`config.mk`:
```
export PLATFORM = sky130hd
export DESIGN_NAME = adc_spi_reader
export DESIGN_NICKNAME = d
export VERILOG_FILES = /design/src/rtl/adc_spi_reader.sv
export SDC_FILE = /design/constraint.sdc
export NUM_CORES = 1
export LEC_CHECK = 0
export CAP_MARGIN = 20
export CORE_MARGIN = 5
export CORE_UTILIZATION = 55
export CTS_CLUSTER_DIAMETER = 60
export DETAILED_ROUTE_END_ITERATION = 12
export PLACE_DENSITY = 0.84
export SKIP_CTS_REPAIR_TIMING = 1
export SYNTH_ARGS = -nofsm -noshare
export SYNTH_HDL_FRONTEND = slang
export SYNTH_SLANG_ARGS = --single-unit
```
`constraint.sdc`:
```
create_clock -name clk -period 2.1 [get_ports clk]
set_clock_uncertainty 0.05 [all_clocks]
set_input_delay 0.42 -clock clk [delete_from_list [all_inputs] [get_ports clk]]
set_output_delay 0.42 -clock clk [all_outputs]
set_load 0.005 [all_outputs]
```
`src/rtl/adc_spi_reader.sv`:
```
`default_nettype none
// ============================================================================
// Module      : adc_spi_reader
// Description : Periodic MCP3201-style serial ADC reader (SPI mode 0) that
//               publishes a 12-bit sensor reading with a one-cycle valid strobe.
//               Optional macro ADC_MISO_SYNC_EN adds a 2-flop MISO synchronizer.
// Revision    : 1.0 - initial release
// ============================================================================
module adc_spi_reader #(
    parameter int CLK_DIV       = 4,
    parameter int LEAD_BITS     = 3,
    parameter int DATA_W        = 12,
    parameter int SAMPLE_PERIOD = 1024
) (
    input  logic              clk,
    input  logic              reset,
    input  logic              enable,
    input  logic              adc_miso,
    output logic              adc_sclk,
    output logic              adc_cs_n,
    output logic [DATA_W-1:0] sensor_reading,
    output logic              sample_valid,
    output logic              busy,
    output logic              overrun
);

    localparam int c_HALVES = 2 * (LEAD_BITS + DATA_W);
    localparam int c_DIV_W  = (CLK_DIV > 1) ? $clog2(CLK_DIV) : 1;
    localparam int c_HALF_W = $clog2(c_HALVES);
    localparam int c_PER_W  = (SAMPLE_PERIOD > 1) ? $clog2(SAMPLE_PERIOD) : 1;

    localparam logic [c_DIV_W-1:0]  c_DIV_LAST   = c_DIV_W'(CLK_DIV - 1);
    localparam logic [c_HALF_W-1:0] c_HALF_LAST  = c_HALF_W'(c_HALVES - 1);
    localparam logic [c_HALF_W-1:0] c_DATA_HALF0 = c_HALF_W'(2 * LEAD_BITS);
    localparam logic [c_PER_W-1:0]  c_PER_LAST   = c_PER_W'(SAMPLE_PERIOD - 1);

    typedef enum logic [1:0] {
        S_IDLE  = 2'd0,
        S_SETUP = 2'd1,
        S_SHIFT = 2'd2,
        S_HOLD  = 2'd3
    } state_t;

    state_t              r_state;
    state_t              w_state_next;
    logic [c_PER_W-1:0]  r_timer;
    logic [c_PER_W-1:0]  w_timer_next;
    logic [c_DIV_W-1:0]  r_div;
    logic [c_DIV_W-1:0]  w_div_next;
    logic [c_HALF_W-1:0] r_half;
    logic [c_HALF_W-1:0] w_half_next;
    logic [DATA_W-1:0]   r_shift;
    logic [DATA_W-1:0]   w_shift_next;
    logic [DATA_W-1:0]   w_shift_in;
    logic [DATA_W-1:0]   r_reading;
    logic [DATA_W-1:0]   w_reading_next;
    logic                r_sclk;
    logic                w_sclk_next;
    logic                r_cs_n;
    logic                w_cs_n_next;
    logic                r_valid;
    logic                w_valid_next;
    logic                r_busy;
    logic                r_overrun;
    logic                w_overrun_next;
    logic                w_tick;
    logic                w_div_end;
    logic                w_miso;

`ifdef ADC_MISO_SYNC_EN
    logic r_miso_s1;
    logic r_miso_s2;

    // The capture edge is two cycles late relative to the pin, so the high
    // half-period must be at least three cycles long.
    if (CLK_DIV < 3) begin : g_clk_div_chk
        $error("adc_spi_reader: CLK_DIV must be >= 3 with ADC_MISO_SYNC_EN");
    end

    always_ff @(posedge clk) begin
        if (reset) begin
            r_miso_s1 <= 1'b0;
            r_miso_s2 <= 1'b0;
        end else begin
            r_miso_s1 <= adc_miso;
            r_miso_s2 <= r_miso_s1;
        end
    end

    assign w_miso = r_miso_s2;
`else
    if (CLK_DIV < 2) begin : g_clk_div_chk
        $error("adc_spi_reader: CLK_DIV must be >= 2");
    end

    assign w_miso = adc_miso;
`endif

    assign w_tick     = enable && (r_timer == '0);
    assign w_div_end  = (r_div == c_DIV_LAST);
    assign w_shift_in = {r_shift[DATA_W-2:0], w_miso};

    always_comb begin
        w_state_next   = r_state;
        w_div_next     = r_div;
        w_half_next    = r_half;
        w_shift_next   = r_shift;
        w_reading_next = r_reading;
        w_sclk_next    = r_sclk;
        w_cs_n_next    = r_cs_n;
        w_valid_next   = 1'b0;
        w_overrun_next = r_overrun | (w_tick && (r_state != S_IDLE));

        if (!enable) begin
            w_timer_next = '0;
        end else if (r_timer == c_PER_LAST) begin
            w_timer_next = '0;
        end else begin
            w_timer_next = r_timer + 1'b1;
        end

        case (r_state)
            S_IDLE: begin
                if (w_tick) begin
                    w_state_next = S_SETUP;
                    w_cs_n_next  = 1'b0;
                    w_div_next   = '0;
                    w_half_next  = '0;
                    w_shift_next = '0;
                end
            end
            S_SETUP: begin
                if (w_div_end) begin
                    w_state_next = S_SHIFT;
                    w_div_next   = '0;
                end else begin
                    w_div_next = r_div + 1'b1;
                end
            end
            S_SHIFT: begin
                if (w_div_end) begin
                    w_div_next  = '0;
                    w_sclk_next = ~r_sclk;
                    // Falling edge: ADC data has been stable for the whole high half.
                    if (r_sclk && (r_half >= c_DATA_HALF0)) begin
                        w_shift_next = w_shift_in;
                    end
                    if (r_half == c_HALF_LAST) begin
                        w_state_next   = S_HOLD;
                        w_cs_n_next    = 1'b1;
                        w_reading_next = w_shift_in;
                        w_valid_next   = 1'b1;
                    end else begin
                        w_half_next = r_half + 1'b1;
                    end
                end else begin
                    w_div_next = r_div + 1'b1;
                end
            end
            S_HOLD: begin
                if (w_div_end) begin
                    w_state_next = S_IDLE;
                    w_div_next   = '0;
                end else begin
                    w_div_next = r_div + 1'b1;
                end
            end
            default: begin
                w_state_next = S_IDLE;
            end
        endcase
    end

    always_ff @(posedge clk) begin
        if (reset) begin
            r_state   <= S_IDLE;
            r_timer   <= '0;
            r_div     <= '0;
            r_half    <= '0;
            r_shift   <= '0;
            r_reading <= '0;
            r_sclk    <= 1'b0;
            r_cs_n    <= 1'b1;
            r_valid   <= 1'b0;
            r_busy    <= 1'b0;
            r_overrun <= 1'b0;
        end else begin
            r_state   <= w_state_next;
            r_timer   <= w_timer_next;
            r_div     <= w_div_next;
            r_half    <= w_half_next;
            r_shift   <= w_shift_next;
            r_reading <= w_reading_next;
            r_sclk    <= w_sclk_next;
            r_cs_n    <= w_cs_n_next;
            r_valid   <= w_valid_next;
            r_busy    <= (w_state_next != S_IDLE);
            r_overrun <= w_overrun_next;
        end
    end

    assign adc_sclk       = r_sclk;
    assign adc_cs_n       = r_cs_n;
    assign sensor_reading = r_reading;
    assign sample_valid   = r_valid;
    assign busy           = r_busy;
    assign overrun        = r_overrun;

endmodule
`default_nettype wire
```
After elaboration in Yosys (flattened, before gate mapping):

Index checks and enable logic that the tools add are counted.

* bitwise logic cells: 5
* eq/ne operators: 11
* reductions and logical operators: 16
* muxes and demuxes: 22
* magnitude comparators: 1
* $add $sub $neg: 3

Operator list (number)
* 2-to-1 mux 11 bit: 3
* case mux 11 bit (2 select lines): 1
* 2-to-1 mux 5 bit: 3
* 2-to-1 mux 2 bit: 7
* AND reduction 4 bit: 3
* adder 10 x 1 -> 10 bit (second input constant): 1
* equality test 10 bit (second input constant): 1
* logical NOT 10 bit: 1
* != test 2 bit (second input constant): 5
* case mux 5 bit (2 select lines): 1
* OR reduction 3 bit: 3
* case mux 2 bit (4 select lines): 1
* equality test 2 bit (second input constant): 3
* nonzero test 2 bit: 3
* adder 5 x 1 -> 5 bit (second input constant): 1
* equality test 5 bit (second input constant): 1
* greater-or-equal comparator 5 x 3 -> 1 bit (second input constant): 1
* 2-to-1 mux 1 bit: 4
* NOT 1 bit: 4
* case mux 2 bit (2 select lines): 1
* logical AND 1 bit: 3
* AND reduction 3 bit: 1
* adder 2 x 1 -> 2 bit (second input constant): 1
* equality test 2 x 1 -> 1 bit (second input constant): 1
* other kinds (4): 4

* output and inout bits: 17
* register bits after elaboration: 47

Depth between registers and ports, before layout:

* depth after elaboration: 5
* depth in mapped cells: 7
* mapped depth without buffers: 6

Least setup slack after synthesis:

OpenSTA, ideal clock, no wires.

* path type: reg2reg
* start point: reg r_timer[0]
* end point: reg r_shift[0]
* setup time: 0.059 ns
* arrival time: 1.531 ns
* required time: 1.991 ns
* slack: 0.461 ns
* period minus slack after synthesis: 1.639 ns
* path buffers: 1
* stages on the path, launching flop included: 8
* path through: dfxtp_1 inv_1 ha_1 and4bb_2 and4_1 o31ai_2 buf_6 a22o_1

* cells in the longest elaborated chain, start to end: 4

Ends and longest elaborated chain
* from (decl): line 46 `logic [c_PER_W-1:0] r_timer;`
* from (signal assigned): line 189 `r_timer <= w_timer_next;`
* logical NOT 10 bit: line 99 `assign w_tick = enable && (r_timer == '0);`
* logical AND 1 bit: line 99
* != test 2 bit (no source line)
* AND reduction 4 bit (no source line)
* to (signal assigned): line 192 `r_shift <= w_shift_next;`
* to (decl): line 52 `logic [DATA_W-1:0] r_shift;`

Every way passes these cells.
A chain may end at the register's enable or synchronous reset.

Worst setup path after layout:

* start point: reg r_half[0]
* end point: reg r_shift[9]

* cells in the longest elaborated chain, start to end: 4

Ends and longest elaborated chain
* from (decl): line 50 `logic [c_HALF_W-1:0] r_half;`
* from (signal assigned): line 191 `r_half <= w_half_next;`
* greater-or-equal comparator 5 x 3 -> 1 bit: line 145 `if (r_sclk && (r_half >= c_DATA_HALF0)) begin`
* logical AND 1 bit: line 145
* != test 2 bit (no source line)
* AND reduction 4 bit (no source line)

Every way passes these cells.

==> impl_results.md <==
* Outcome: complete, no violations
* Max_slew headroom at 0.675
* Multi-input gate area at 916 um2
* Final hold vios at 0
* Max-slew violations at 0
* Max-Cap Viols at 0
* Worst Tran Pin Value at 487 ps
* Clock transition at the registers of the reported paths at 140 ps
* Power Total at 1.59 mW
* Fin area at 2290 um2
* Hold slack at 420 ps
* Vias in the first global route at 1429
* Hold Path Stages at 2
* Placer Congestion at 0.751
* Ys flop type: dfxtp_1
* First-pass GRT wire length at 6.55 mm
* 1st-iter DRT viols at 114
* Critical Path Source Type: flip-flop
* Die area at 4770 um2
* Worst path max stage delay at 490 ps
* Final Cycle Share at 0.902
* Grt ovf at 0
* Placed cells at 277
* Die width at 69.1 um
* N_diodes at 0
* Filler instances at 280
* Highest-count cells in the layout ignoring fill and taps: 47 x dfxtp_1, 37 x nand2_1, 20 x nor2_1, 20 x clkdlybuf4s50_1, 19 x a21oi_1
* Fmax at 0.528 GHz
* Fin nets at 248
* H-tree depth at 2
* Setup WS post-layout at 206 ps
* Tmin final at 1890 ps
* Syn Inst Count at 212
* CTS buffer count at 5
* Post-Synthesis Cell Area at 1920 um2
* Slowest CP cell: o31ai_4
* Leakage at 0.790 nW
* Area grow syn2layout at 19.1%
* Clk sinks at 47
* Power Dens Cells at 694 nW/um2
* Largest net degree at the start of global routing at 16
* Post-place instance area at 2190 um2
* Hold Path Class: flip-flop to flip-flop
* Number of synthesized flops with an enable pin at 0
* Fin cells at 285
* Critical path arrival at 2150 ps
* CP Capture Type: flip-flop
* Die Span Y at 69.1 um
* Clk_lat worst skew at 350 ps
* Initial Util at 0.571
* Post-layout util at 0.680
* GRT Total Usage at 0.168
* Core area at 3360 um2
* Avg WL per Cell at 13.4 um
* Post-synth ARST share at 0
* Final setup fails at 0
* Most common cell after layout, fill and taps aside: dfxtp_1
* Worst endpoint required time at 2360 ps
* Port bufs at 20
* Vias at 1535
* Worst path bufs/invs at 1
* Synth Warn # at 0
* CP Cell Sequence: inv_1 > ha_1 > o21ai_1 > a211oi_1 > o31ai_4 > a22o_1
* I/O pin total at 21
* CP max FO at 11
* DPL Wire Length at 2.65 mm
* Initial DRT Pass Iterations at 4
* Kind of critical path: flip-flop to flip-flop
* Row cnt at 21
* Pre-CTS WS at -151 ps
* Clock Path Buffers at 2
* RSZ-0062 raised after global routing: false
* Layout cells sized above 1 at 0.0837
* DRT Wirelength at 3.83 mm
* Initial antenna violation count at 0
* Cells on worst reg2reg path at 6
* Sequential Area at 941 um2
* Syn_nets at 222
* CTS root buffer: clkbuf_4
* Stages on the worst setup path at 6
* Setup TNS at 0 ps
* Worst IR Drop VDD at 763 uV
* Count of different cell masters after synthesis at 37
* CP top delay family: compound AO/OA/AOI/OAI gates
* Synthesized flop and latch total at 47
* CTS tree: done
* DRC Markers at 0
* Seq/Total Area, Yosys at 0.490
* Vias per Instance at 5.39
* Post-route ant nets at 0
* Synth Area per Inst at 9.06 um2
[sequential cells by signal (all words and copies together), names as in the netlist]
| register | cells |
|---|---|
| busy | 1 |
| adc_cs_n | 1 |
| sample_valid | 1 |
| adc_sclk | 1 |
| r_shift | 11 |
| r_state | 2 |
| r_div | 2 |
| r_half | 5 |
| sensor_reading | 12 |
| r_timer | 10 |
| overrun | 1 |
[report_power, final]
part / internal [mW] / switching [mW] / total, mW
Sequential: 0.903 / 0.00922 / 0.912
Clock: 0.288 / 0.293 / 0.581
Combinational: 0.0436 / 0.0508 / 0.0943
[final timing paths]
| kind | from | to | slack, ps |
|---|---|---|---|
| setup / recovery | r_half[0]$_SDFFE_PP0P_ | r_shift[9]$_SDFFE_PP0P_ | 210 |
| hold / removal | sensor_reading[9]$_SDFFE_PP0P_ | sensor_reading[9]$_SDFFE_PP0P_ | 420 |
| setup reg to reg | r_half[0]$_SDFFE_PP0P_ | r_shift[9]$_SDFFE_PP0P_ | 210 |
| hold reg to reg | sensor_reading[9]$_SDFFE_PP0P_ | sensor_reading[9]$_SDFFE_PP0P_ | 420 |
[synth_stat cells, types with 2 or more instances]
library cell,number,share of area
a211oi_1,3,0.012
a21oi_1,19,0.050
a22o_1,11,0.050
buf_2,4,0.010
clkbuf_1,3,0.0059
dfxtp_1,47,0.49
ha_1,6,0.039
inv_1,8,0.016
mux2i_1,3,0.016
nand2_1,37,0.072
nand2b_1,7,0.023
nand3_1,7,0.018
nand4_1,2,0.0065
nor2_1,20,0.039
nor3_1,3,0.0078
o31ai_1,2,0.0078
or3_1,3,0.0098
xnor2_1,7,0.032
xor2_1,2,0.0091
[cell type report]
cell class / instances / area share
clock buffer: 6 / 0.0224
clock inverter: 2 / 0.0170
inverter: 8 / 0.0131
multi-input combinational: 149 / 0.400
sequential: 47 / 0.411
tap: 46 / 0.0252
timing repair buffer: 27 / 0.111
[per-layer routing]
metal  GRT usage  part of all wire  up-vias
met5           0                 0        -
met4      0.0803             0.016        0
met3      0.0407             0.045        8
met2       0.251              0.47       34
met1       0.227              0.47      711
li1            -                 -      782
[tightest hold or removal path: cells and delay by family (launching register included)]
kind | cells | cell delay (ps)
compound gates | 1 | 50
flops | 1 | 340
simple gates | 1 | 50
[cells by family after synthesis]
family	after synthesis	share of synthesized area
and+or+nand+nor	86	0.212
DFF	47	0.490
AOI/OAI and AO/OA	45	0.164
buffers and inverters	16	0.0378
xor gates and xnor gates	9	0.0410
adders and majority gates	6	0.0391
muxes	3	0.0156
(Power assumes the default switching activity.)
